**config.mk**
```make
export PLATFORM = sky130hd
export DESIGN_NAME = mem_stage
export DESIGN_NICKNAME = d
export VERILOG_FILES = /design/src/rtl/mem_stage.sv
export SDC_FILE = /design/constraint.sdc
export NUM_CORES = 1
export LEC_CHECK = 0
export ABC_AREA = 1
export BUFFER_PORTS_ARGS = -buffer_cell sky130_fd_sc_hd__buf_2
export CORE_AREA = 3 3 171 173
export DETAILED_ROUTE_END_ITERATION = 10
export DIE_AREA = 0 0 174 176
export GPL_ROUTABILITY_DRIVEN = 0
export PLACE_DENSITY_LB_ADDON = 0.15
export SLEW_MARGIN = 20
export SYNTH_ARGS = -nofsm -noshare
export SYNTH_HDL_FRONTEND = slang
export SYNTH_SLANG_ARGS = --single-unit
```
**constraint.sdc**
```tcl
create_clock -name clk -period 4.76 [get_ports clk]
set_clock_uncertainty 0.15 [all_clocks]
set_input_delay 0.238 -clock clk [delete_from_list [all_inputs] [get_ports clk]]
set_output_delay 0.238 -clock clk [all_outputs]
set_load 0.01 [all_outputs]
```
**src/rtl/mem_stage.sv**
```systemverilog
// Memory-access stage: single-outstanding aligned load/store with lane steering,
// load extension, timeout and registered writeback result.
module mem_stage #(
  parameter int unsigned XLEN        = 32,
  parameter int unsigned MEM_TIMEOUT = 255
) (
  input  logic            clk,
  input  logic            rst,
  input  logic            ex_valid,
  output logic            ex_ready,
  input  logic [31:0]     ex_instr,
  input  logic [XLEN-1:0] ex_alu_out,
  input  logic [XLEN-1:0] ex_rs2_data,
  input  logic [4:0]      ex_rd,
  input  logic            ex_rd_wr,
  output logic            mem_req,
  output logic            mem_we,
  output logic [XLEN-1:0] mem_addr,
  output logic [3:0]      mem_be,
  output logic [XLEN-1:0] mem_wdata,
  input  logic [XLEN-1:0] mem_rdata,
  input  logic            mem_ready,
  output logic            wb_valid,
  output logic [XLEN-1:0] wb_data,
  output logic [4:0]      wb_rd,
  output logic            wb_wr,
  output logic [1:0]      wb_exc,
  output logic [XLEN-1:0] wb_exc_addr
);

  localparam int unsigned CW = (MEM_TIMEOUT > 1) ? $clog2(MEM_TIMEOUT + 1) : 1;
  localparam logic [6:0] OP_LOAD  = 7'b0000011;
  localparam logic [6:0] OP_STORE = 7'b0100011;

  typedef enum logic {S_IDLE, S_WAIT} state_t;

  state_t          state;
  logic [CW-1:0]   cnt;
  logic [2:0]      f3_q;
  logic [1:0]      lane;
  logic            rd_wr_q;

  logic [6:0]      op;
  logic [2:0]      f3;
  logic [1:0]      off;
  logic            is_load;
  logic            is_store;
  logic            f3_ok;
  logic            misal;
  logic [3:0]      be_n;
  logic [XLEN-1:0] wdata_n;
  logic [XLEN-1:0] rd_shift;
  logic [XLEN-1:0] ld_val;
  logic            unused_instr;

  assign unused_instr = ^{ex_instr[31:15], ex_instr[11:7]};

  // Decode of the presented instruction: legality, alignment, lane steering
  always_comb begin
    op       = ex_instr[6:0];
    f3       = ex_instr[14:12];
    off      = ex_alu_out[1:0];
    is_load  = (op == OP_LOAD);
    is_store = (op == OP_STORE);
    if (is_load)
      f3_ok = (f3 == 3'b000) || (f3 == 3'b001) || (f3 == 3'b010) ||
              (f3 == 3'b100) || (f3 == 3'b101);
    else
      f3_ok = (f3 == 3'b000) || (f3 == 3'b001) || (f3 == 3'b010);
    misal   = 1'b0;
    be_n    = 4'hF;
    wdata_n = ex_rs2_data;
    case (f3[1:0])
      2'b00: begin
        be_n    = 4'b0001 << off;
        wdata_n = {4{ex_rs2_data[7:0]}};
      end
      2'b01: begin
        misal   = off[0];
        be_n    = off[1] ? 4'b1100 : 4'b0011;
        wdata_n = {2{ex_rs2_data[15:0]}};
      end
      default: begin
        misal = (off != 2'b00);
      end
    endcase
  end

  // Lane select and sign/zero extension of returned load data
  always_comb begin
    rd_shift = mem_rdata >> {lane, 3'b000};
    case (f3_q)
      3'b000:  ld_val = {{24{rd_shift[7]}}, rd_shift[7:0]};
      3'b001:  ld_val = {{16{rd_shift[15]}}, rd_shift[15:0]};
      3'b100:  ld_val = {24'b0, rd_shift[7:0]};
      3'b101:  ld_val = {16'b0, rd_shift[15:0]};
      default: ld_val = rd_shift;
    endcase
  end

  always_ff @(posedge clk) begin
    if (rst) begin
      state       <= S_IDLE;
      cnt         <= '0;
      f3_q        <= '0;
      lane        <= '0;
      rd_wr_q     <= 1'b0;
      ex_ready    <= 1'b1;
      mem_req     <= 1'b0;
      mem_we      <= 1'b0;
      mem_addr    <= '0;
      mem_be      <= '0;
      mem_wdata   <= '0;
      wb_valid    <= 1'b0;
      wb_data     <= '0;
      wb_rd       <= '0;
      wb_wr       <= 1'b0;
      wb_exc      <= 2'b00;
      wb_exc_addr <= '0;
    end else begin
      wb_valid <= 1'b0;
      case (state)
        S_IDLE: begin
          if (ex_valid) begin
            wb_rd   <= ex_rd;
            f3_q    <= f3;
            lane    <= off;
            rd_wr_q <= ex_rd_wr;
            if (!is_load && !is_store) begin
              wb_valid    <= 1'b1;
              wb_data     <= ex_alu_out;
              wb_wr       <= ex_rd_wr;
              wb_exc      <= 2'b00;
              wb_exc_addr <= '0;
            end else if (!f3_ok || misal) begin
              wb_valid    <= 1'b1;
              wb_data     <= '0;
              wb_wr       <= 1'b0;
              wb_exc      <= f3_ok ? 2'b01 : 2'b11;
              wb_exc_addr <= ex_alu_out;
            end else begin
              state     <= S_WAIT;
              ex_ready  <= 1'b0;
              cnt       <= '0;
              mem_req   <= 1'b1;
              mem_we    <= is_store;
              mem_addr  <= {ex_alu_out[31:2], 2'b00};
              mem_be    <= be_n;
              mem_wdata <= wdata_n;
            end
          end
        end
        S_WAIT: begin
          // A ready on the final counted cycle still completes normally
          if (mem_ready) begin
            state       <= S_IDLE;
            ex_ready    <= 1'b1;
            mem_req     <= 1'b0;
            wb_valid    <= 1'b1;
            wb_data     <= mem_we ? '0 : ld_val;
            wb_wr       <= !mem_we && rd_wr_q;
            wb_exc      <= 2'b00;
            wb_exc_addr <= '0;
          end else if ((MEM_TIMEOUT != 0) && (cnt == CW'(MEM_TIMEOUT - 1))) begin
            state       <= S_IDLE;
            ex_ready    <= 1'b1;
            mem_req     <= 1'b0;
            wb_valid    <= 1'b1;
            wb_data     <= '0;
            wb_wr       <= 1'b0;
            wb_exc      <= 2'b10;
            wb_exc_addr <= {mem_addr[31:2], lane};
          end else begin
            cnt <= cnt + CW'(1);
          end
        end
        default: state <= S_IDLE;
      endcase
    end
  end

endmodule

```
* Yosys cells after proc, flatten, opt, wreduce, memory -nomap -nowiden
Index checks and enable logic that the tools add are counted.
Word-level totals: input bits 138, logic and storage cells 122, register bits after elaboration 157
Operators by class: bitwise logic cells 3, muxes and demuxes 61, equal/unequal tests 18, shifts and indexed selects 2, reductions and logical operators 20, add/subtract/negate cells 1
Operator list (count):
- 32-bit two-way mux | 11
- 32-bit one-hot mux with 2 select lines | 3
- 32-bit one-hot mux with 4 select lines | 1
- 8-bit two-way mux | 5
- 32-bit by 5-bit >> shifter with 32-bit output | 1
- 1-bit two-way mux | 25
- 8-bit one-hot mux with 2 select lines | 1
- 3-bit == test (second input constant) | 4
- 2-bit two-way mux | 6
- 1-bit one-hot mux with 2 select lines | 6
- 2-bit inequality test (second input constant) | 5
- 8-bit by 1-bit adder with 8-bit output (second input constant) | 1
- 8-bit == test (second input constant) | 1
- 4-bit one-hot mux with 2 select lines | 1
- 4-bit AND reduction | 2
- 7-bit by 2-bit == test with 1-bit output (second input constant) | 1
- 7-bit by 6-bit == test with 1-bit output (second input constant) | 1
- 3-bit by 1-bit == test with 1-bit output (second input constant) | 2
- 3-bit zero test | 2
- 1-bit logical OR | 5
- 5-bit AND reduction | 1
- 1-bit zero test | 4
- 4-bit two-way mux | 1
- 2-bit one-hot mux with 2 select lines | 1
- 11 further kinds | 14

* Logic depth before layout (Yosys ltp)
Gate-level depths: netlist (run 1).
depth in word-level cells 12, depth in mapped cells 12, gate-level depth less buffers 10

* Worst setup path before layout (run 1)
No wires, ideal clock.
kind flip-flop to flip-flop, start point register cnt[0], end point register wb_exc_addr[10], buffers on the path 2, stages on the path, launching flop included 10, arrival 1.459 ns, path slack 3.081 ns, data required time 4.539 ns, cell sequence dfxtp_1 -> inv_1 -> ha_1 -> nand4_1 -> nand2_1 -> nand2_2 -> buf_2 -> buf_6 -> nand3_2 -> a21oi_2
On the way: word-level cells in the longest chain between the ends 3
RTL lines:
- start, declared | line 38 | logic [CW-1:0] cnt;
- start signal, assigned | line 174 | cnt <= cnt + CW'(1);
- 8-bit == test | line 164 | end else if ((MEM_TIMEOUT != 0) && (cnt == CW'(MEM_TIMEOUT - 1))) begin
- 3-bit by 2-bit inequality test with 1-bit output (no source line)
- 3-bit AND reduction (no source line)
- end signal, assigned | line 140 | wb_exc_addr <= ex_alu_out;
- end signal, assigned | line 172 | wb_exc_addr <= {mem_addr[31:2], lane};
- end, declared | line 28 | output logic [XLEN-1:0] wb_exc_addr
No other way between the ends. A chain may end at the register's enable or synchronous reset.

* Final worst setup path (run 1)
start point register state, end point register mem_wdata[2]
On the way: word-level cells in the longest chain between the ends 2
RTL lines:
- start, declared | line 37 | state_t state;
- start signal, assigned | line 103 | state <= S_IDLE;
- start signal, assigned | line 142 | state <= S_WAIT;
- start signal, assigned | line 156 | state <= S_IDLE;
- 1-bit NOT (no source line)
- 4-bit AND reduction (no source line)
- end signal, assigned | line 149 | mem_wdata <= wdata_n;
- end, declared | line 20 | output logic [XLEN-1:0] mem_wdata,
No other way between the ends.

==> reports/qor.csv, run 1 <==
metric,value,unit
critical path startpoint category,register,
slowest cell delay on critical path,1.00,ns
die area,30600,µm²
Synth area leaders,"sky130_fd_sc_hd__dfxtp_1 (38%), sky130_fd_sc_hd__nand2_1 (12%), sky130_fd_sc_hd__nor2_1 (7.9%), sky130_fd_sc_hd__nand3_1 (6.6%), sky130_fd_sc_hd__o21ai_0 (6.5%)",
Routed Wire Length,31500,µm
setup total negative slack,0,ns
worst r2r path cells,7,
area of all placed cells without fillers,10600,µm²
Area Overhead vs Synth,27.4,%
critical path type,reg2reg,
Slew HR,31.4,%
cell occurring most often along the worst timing path,sky130_fd_sc_hd__inv_2,
area inside the core boundary,27800,µm²
post-layout total power,3.18,mW
Critical Path End Type,register,
fraction of final layout cells sized beyond drive strength 1,26.1,%
detailed-routing iteration count for the pre-antenna-repair pass,5,
part of the Yosys area used for sequential elements,37.6,%
CP required,4.97,ns
GRT Overall Usage,20.1,%
Final nets,1577,
mean routed wirelength per cell,17.2,µm
First DRT Iteration DRCs,627,
number of cells on the worst hold path,3,
cell area reported after detailed placement,9650,µm²
max-slew violation count,0,
Final setup violation count,0,
clock-pin transition on the worst setup and hold timing paths,0.07,ns
gr ovfl total,0,
final HPWL from detailed placement,21900,µm
insertion delay of the later-clocked pin in the worst-skew pair,0.43,ns
worst flop-to-flop path startpoint,state$_SDFF_PP0_,
site row count,61,
per-cell via count in the routed design,4.78,
post-synthesis instance area,8360,µm²
CTS Root Cell,sky130_fd_sc_hd__clkbuf_16,
reg-to-reg setup timing slack,1.51,ns
master of the slowest instance on the critical path,sky130_fd_sc_hd__inv_1,
Reg area,3140,µm²
wire length of the first global-routing pass,48400,µm
TritonCTS clock tree,yes,
status,"complete, no violations",
count of nets left with antenna violations after detail routing,0,
cell family contributing the most delay on the critical path,buffers and inverters,
Achievable Freq,308,MHz
Critical Path Fanout Max,64,
io pins,282,
final hold violations,0,
clock sink count,157,
"Data arrival, critical path",3.46,ns
Yosys reg bits,157,
antenna violations before repair,4,
# DRC,0,
cell type with the largest total area after synthesis,sky130_fd_sc_hd__dfxtp_1,
Worst VDD drop,0.000165,V
pwr/cell area,299,nW/µm²
maximum number of pins on one net before global-route repair,76,
number of cells produced by synthesis,1205,
cell-by-cell listing of the critical path,inv_2 > nand2_1 > inv_2 > nand3_4 > inv_1 > o21ai_0 > nor2_1,
die height,176,µm
area of the multi-input gates,4430,µm²
post-route core utilization,38.3,%
total clock buffers created by CTS,17,
Critical R2R Capture,mem_wdata[2]$_SDFFE_PP0P_,
startpoint of the tightest hold check path,ex_alu_out[2],
end point of the worst hold path,mem_addr[2]$_SDFFE_PP0P_,
share of the synthesized area in the top cell type,37.6,%
unrepaired setup endpoints after global routing,false,
min Tclk post-route,3.25,ns
vias in the first global route,8151,
Critical path buffers and inverters,3,
HP Class,in2reg,
Vias,8737,
leakage power of the design,4.88,nW
average instance area after synthesis,6.94,µm²
final worst-path cycle share,68.3,%
post-CTS repair timing setup buffer count,0,
synth unique cells,37,
slew at the pin with the worst max-slew slack,1.03,ns
Clock Path Buffers,2,
fill cell instance count of the final layout,3082,
Port Buffer Count,257,
width of the chip,174,µm
htree depth,4,
Initial Utilization,30.1,%
total of warnings raised by yosys,0,
max-cap check violation count,0,
-- worst register-to-register path, stage by stage (launching register included) --
cell and delay [ns]:
sky130_fd_sc_hd__dfxtp_1 0.37, sky130_fd_sc_hd__inv_2 0.12, sky130_fd_sc_hd__nand2_1 0.29, sky130_fd_sc_hd__inv_2 0.33
sky130_fd_sc_hd__nand3_4 0.57, sky130_fd_sc_hd__inv_1 1.03, sky130_fd_sc_hd__o21ai_0 0.21, sky130_fd_sc_hd__nor2_1 0.12
-- worst max path at each step --
stage                                               to  slack [ns]  depth (start not counted)           startpoint
final                        mem_wdata[2]$_SDFFE_PP0P_        1.51                          7     state$_SDFF_PP0_
after global routing         mem_wdata[4]$_SDFFE_PP0P_        1.06                          7     state$_SDFF_PP0_
after CTS                    mem_wdata[2]$_SDFFE_PP0P_        1.48                          7     state$_SDFF_PP0_
after detailed placement     mem_wdata[8]$_SDFFE_PP0P_        1.41                          8          ex_instr[3]
after global placement      mem_wdata[18]$_SDFFE_PP0P_        1.45                          8          ex_instr[3]
after floorplan           wb_exc_addr[10]$_SDFFE_PP0P_        3.08                          9  cnt[0]$_SDFFE_PP0P_
-- layout by cell type, fill, tap and decap left out, drive strengths merged --
master         n
nand2        280
buf          265
nor2         182
dfxtp        157
nand3        145
o21ai        109
a21oi         94
inv           71
dlygate4sd3   40
nand3b        33
o31ai         19
clkbuf        17
o211ai         9
clkinv         8
nor3           5
nand4          3
xor2           3
ha             2
conb           2
o21bai         2
diode          1
xnor2          1
or2            1
bufinv         1
clkinvlp       1
-- sequential cells by signal (all words and copies together), names as in the netlist, 2 cells and up --
name / flops
mem_addr: 30
cnt: 8
lane: 2
mem_be: 4
wb_exc_addr: 32
wb_rd: 5
f3_q: 3
mem_wdata: 32
wb_data: 32
wb_exc: 2
-- timing repair --
| item | 4_1_cts | 5_1_grt |
|---|---|---|
| hold buffers | 40 | 0 |
| hold endpoints to repair | 40 | 0 |
| resized for setup | 0 | 0 |
-- per-layer routing --
metal / vias to the layer above / part of all wire [%] / GRT usage (%)
li1: 4418 / - / -
met2: 275 / 46 / 32.7
met5: - / 0.086 / 0
met4: 4 / 0.77 / 4.19
met1: 4020 / 46 / 27.2
met3: 20 / 6.9 / 4.84
-- Yosys cell counts --
master / n
sky130_fd_sc_hd__nand3_2: 32
sky130_fd_sc_hd__buf_12: 3
sky130_fd_sc_hd__buf_8: 1
sky130_fd_sc_hd__clkinv_1: 3
sky130_fd_sc_hd__nand4_1: 3
sky130_fd_sc_hd__xor2_1: 3
sky130_fd_sc_hd__nand3_1: 111
sky130_fd_sc_hd__nand2_4: 1
sky130_fd_sc_hd__nor2_1: 177
sky130_fd_sc_hd__nor3_1: 5
sky130_fd_sc_hd__o211ai_1: 9
sky130_fd_sc_hd__xnor2_1: 1
sky130_fd_sc_hd__a21oi_1: 64
sky130_fd_sc_hd__a21oi_2: 30
sky130_fd_sc_hd__nand2_8: 1
sky130_fd_sc_hd__o31ai_1: 19
sky130_fd_sc_hd__inv_4: 1
sky130_fd_sc_hd__buf_1: 5
sky130_fd_sc_hd__nand3b_1: 33
sky130_fd_sc_hd__buf_2: 27
sky130_fd_sc_hd__clkbuf_1: 39
sky130_fd_sc_hd__inv_1: 58
sky130_fd_sc_hd__nor2_2: 3
sky130_fd_sc_hd__o21bai_2: 1
sky130_fd_sc_hd__o21ai_0: 109
sky130_fd_sc_hd__nand2_1: 275
sky130_fd_sc_hd__buf_6: 10
sky130_fd_sc_hd__nand3_4: 2
sky130_fd_sc_hd__ha_1: 2
sky130_fd_sc_hd__dfxtp_1: 157
sky130_fd_sc_hd__or2_2: 1
sky130_fd_sc_hd__inv_2: 4
sky130_fd_sc_hd__o21bai_1: 1
sky130_fd_sc_hd__buf_4: 8
sky130_fd_sc_hd__nand2_2: 3
sky130_fd_sc_hd__conb_1: 1
sky130_fd_sc_hd__nor2_4: 2
-- layout make-up --
type                            instances  share of cell area (%)
Sequential cell                       157                    29.5
Multi-Input combinational cell        890                    41.6
Inverter                               66                    2.36
Antenna cell                            1                  0.0235
Clock inverter                         15                    1.62
Clock buffer                           17                    3.99
Tap cell                              378                    4.44
Timing Repair Buffer                  305                    16.4
-- stage by stage --
stage	hold slack [ns]	worst slack (ns)	std cells
finish	0.0174	1.51	1829
global placement	0.299	1.45	1756
CTS	0.00354	1.48	1828
floorplan	0.223	3.08	1206
global route	0.0145	1.06	1828
detailed placement	0.305	1.41	1756
-- kinds of logic after synthesis --
| logic type | after synthesis | share of synthesized area, % |
|---|---|---|
| compound gates | 233 | 16.2 |
| xor+xnor | 4 | 0.419 |
| fa+ha+maj | 2 | 0.299 |
| buf+inv | 159 | 9.55 |
| flops | 157 | 37.6 |
| other cells | 1 | 0.0449 |
| simple gates | 649 | 35.8 |
-- power by group --
part	internal [mW]	leakage, nW	switching (mW)
combinational	0.151	3.31	0.252
sequential	1.34	1.28	0.0185
clock	0.753	0.292	0.666
Note: power is estimated with default switching activity, not from simulation.
==> run 2, diff against run 1 <==
Clock period 4.76 ns to 3.03 ns, I/O delays scaled along.
==> run 2 against run 1 <==
  * Final area increased by 4.0%
  * Combinational power increased by 69%
  * Critical path type unchanged
  * Clock-buffer cell count increased by 1
  * Global-route usage about the same
==> reports/qor.csv, run 2 (same netlist as run 1, synthesis figures left out) <==
metric,value,unit
Vias,8878,
htree depth,4,
Worst VDD drop,0.000331,V
insertion delay of the later-clocked pin in the worst-skew pair,0.43,ns
final worst setup slack,0.781,ns
pre-CTS WS,0.776,ns
final worst-path cycle share,74.2,%
TritonCTS clock tree,yes,
total clock buffers created by CTS,17,
count of nets left with antenna violations after detail routing,0,
width of the chip,174,µm
io pins,282,
die area,30600,µm²
site row count,61,
Final setup violation count,0,
leakage power of the design,5.07,nW
# DRC,0,
max-cap check violation count,0,
relative contribution of combinational cells to total power,13.4,%
Final nets,1619,
per-cell via count in the routed design,4.75,
max-slew violation count,0,
setup total negative slack,0,ns
HP Class,in2reg,
die height,176,µm
wire length of the first global-routing pass,48400,µm
cell-by-cell listing of the critical path,inv_1 > ha_1 > nand4_1 > nand2_1 > nand2_4 > nand2_8 > inv_4 > nor2_1,
reg-to-reg setup timing slack,0.78,ns
Slew HR,46.9,%
most frequent standard cell in the layout excluding fill and tap cells,sky130_fd_sc_hd__nand2_1,
fraction of final layout cells sized beyond drive strength 1,26.3,%
largest registers,"mem_wdata x32, wb_data x32, wb_exc_addr x32",
clock sink count,157,
critical path startpoint category,register,
part of the total power dissipated in sequential elements,42.2,%
slowest cell delay on critical path,0.39,ns
post-CTS repair timing setup buffer count,0,
GRT Overall Usage,20.1,%
detailed-routing iteration count for the pre-antenna-repair pass,5,
pwr/cell area,456,nW/µm²
Clock Path Buffers,2,
Critical Path End Type,register,
unrepaired setup endpoints after global routing,false,
most frequent cells in the layout,"sky130_fd_sc_hd__nand2_1 (275), sky130_fd_sc_hd__buf_2 (257), sky130_fd_sc_hd__nor2_1 (177), sky130_fd_sc_hd__dfxtp_1 (157), sky130_fd_sc_hd__nand3_1 (111)",
final HPWL from detailed placement,22100,µm
sw frac,29.0,%
clock-pin transition on the worst setup and hold timing paths,0.07,ns
status,"complete, no violations",
Routed Wire Length,31600,µm
CP required,3.15,ns
gr ovfl total,0,
cell family contributing the most delay on the critical path,simple AND/OR/NAND/NOR gates,
maximum number of pins on one net before global-route repair,68,
critical path type,reg2reg,
portion of total power attributed to the clock network,44.4,%
area inside the core boundary,27800,µm²
master of the slowest instance on the critical path,sky130_fd_sc_hd__inv_4,
First DRT Iteration DRCs,733,
internal portion of total power,3.59,mW
CTS Root Cell,sky130_fd_sc_hd__clkbuf_16,
min Tclk post-route,2.25,ns
antenna violations before repair,2,
"Data arrival, critical path",2.37,ns
slew at the pin with the worst max-slew slack,0.797,ns
Achievable Freq,445,MHz
Initial Utilization,30.1,%
Port Buffer Count,257,
Area Overhead vs Synth,32.5,%
mean routed wirelength per cell,16.9,µm
vias in the first global route,8426,
final hold violations,0,
Critical Path Fanout Max,34,
Critical path buffers and inverters,2,
Switching Power,1.47,mW
[run 2: cell count changes in the layout (fill, tap and decap cells not counted)]
cell	before	now
sky130_fd_sc_hd__dlygate4sd3_1	40	69
sky130_fd_sc_hd__buf_4	8	19
sky130_fd_sc_hd__buf_12	0	2
sky130_fd_sc_hd__clkbuf_8	0	1
sky130_fd_sc_hd__clkinv_2	2	1
sky130_fd_sc_hd__clkinvlp_4	1	0
sky130_fd_sc_hd__inv_6	5	6
[run 2: path summary, 6_finish.rpt]
kind | start | to | cells past startpoint
worst max register to register | cnt[0]$_SDFFE_PP0P_ | wb_valid$_SDFF_PP0_ | 8
worst max-delay path | cnt[0]$_SDFFE_PP0P_ | wb_valid$_SDFF_PP0_ | 8
worst min register to register | mem_req$_SDFFE_PP0P_ | mem_req$_SDFFE_PP0P_ | 2
worst min-delay path | ex_rs2_data[26] | mem_wdata[26]$_SDFFE_PP0P_ | 5
[run 2: layout make-up]
class / count / area, µm²
Sequential cell: 157 / 3140
Multi-Input combinational cell: 890 / 4430
Antenna cell: 1 / 2.50
Tap cell: 378 / 473
Clock inverter: 14 / 169
Clock buffer: 18 / 439
Inverter: 66 / 251
Fill cell: 3019 / 16700
Timing Repair Buffer: 347 / 2160
[run 2: tightest hold or removal path, cell delays in order]
cell and delay, ns:
sky130_fd_sc_hd__buf_2 0.08, sky130_fd_sc_hd__nand2_1 0.05, sky130_fd_sc_hd__o211ai_1 0.13, sky130_fd_sc_hd__nor2_1 0.07, sky130_fd_sc_hd__nor2_1 0.09
[run 2: timing repair]
item	4_1_cts	5_1_grt
hold endpoints to repair	99	0
hold buffers	69	0
gates resized for setup	0	0
[run 2: through the flow]
stage / util, % / hold WS (ns) / std cells / power (mW) / area [µm²]
after detailed placement: 35.2 / 0.260 / 1769 / 2.79 / 9770
after global routing: 39.9 / 0.0366 / 1871 / 5.27 / 11100
after floorplan: - / 0.136 / 1206 / 2.55 / 8360
final: 39.9 / 0.0140 / 1871 / 5.05 / 11100
after global placement: 35.2 / 0.250 / 1769 / 2.79 / 9770
after CTS: 39.8 / 0.00471 / 1870 / 5.11 / 11100
[run 2: power by group through the flow]
stage | registers [mW] | clock network, mW | logic (mW)
after floorplan | 2.19 | 0 | 0.357
after global placement | 2.18 | 0 | 0.611
after detailed placement | 2.18 | 0 | 0.608
after CTS | 2.13 | 2.30 | 0.680
after global routing | 2.14 | 2.38 | 0.754
final | 2.13 | 2.24 | 0.680
[run 2: layer usage]
metal  vias to the layer above  global-route usage [%]  wire length (µm)
li1                       4494                       -                 -
met1                      4053                    27.9             14800
met2                       300                    31.7             14400
met3                        29                    4.30              2010
met4                         2                    5.29               454
met5                         -                       0                 7
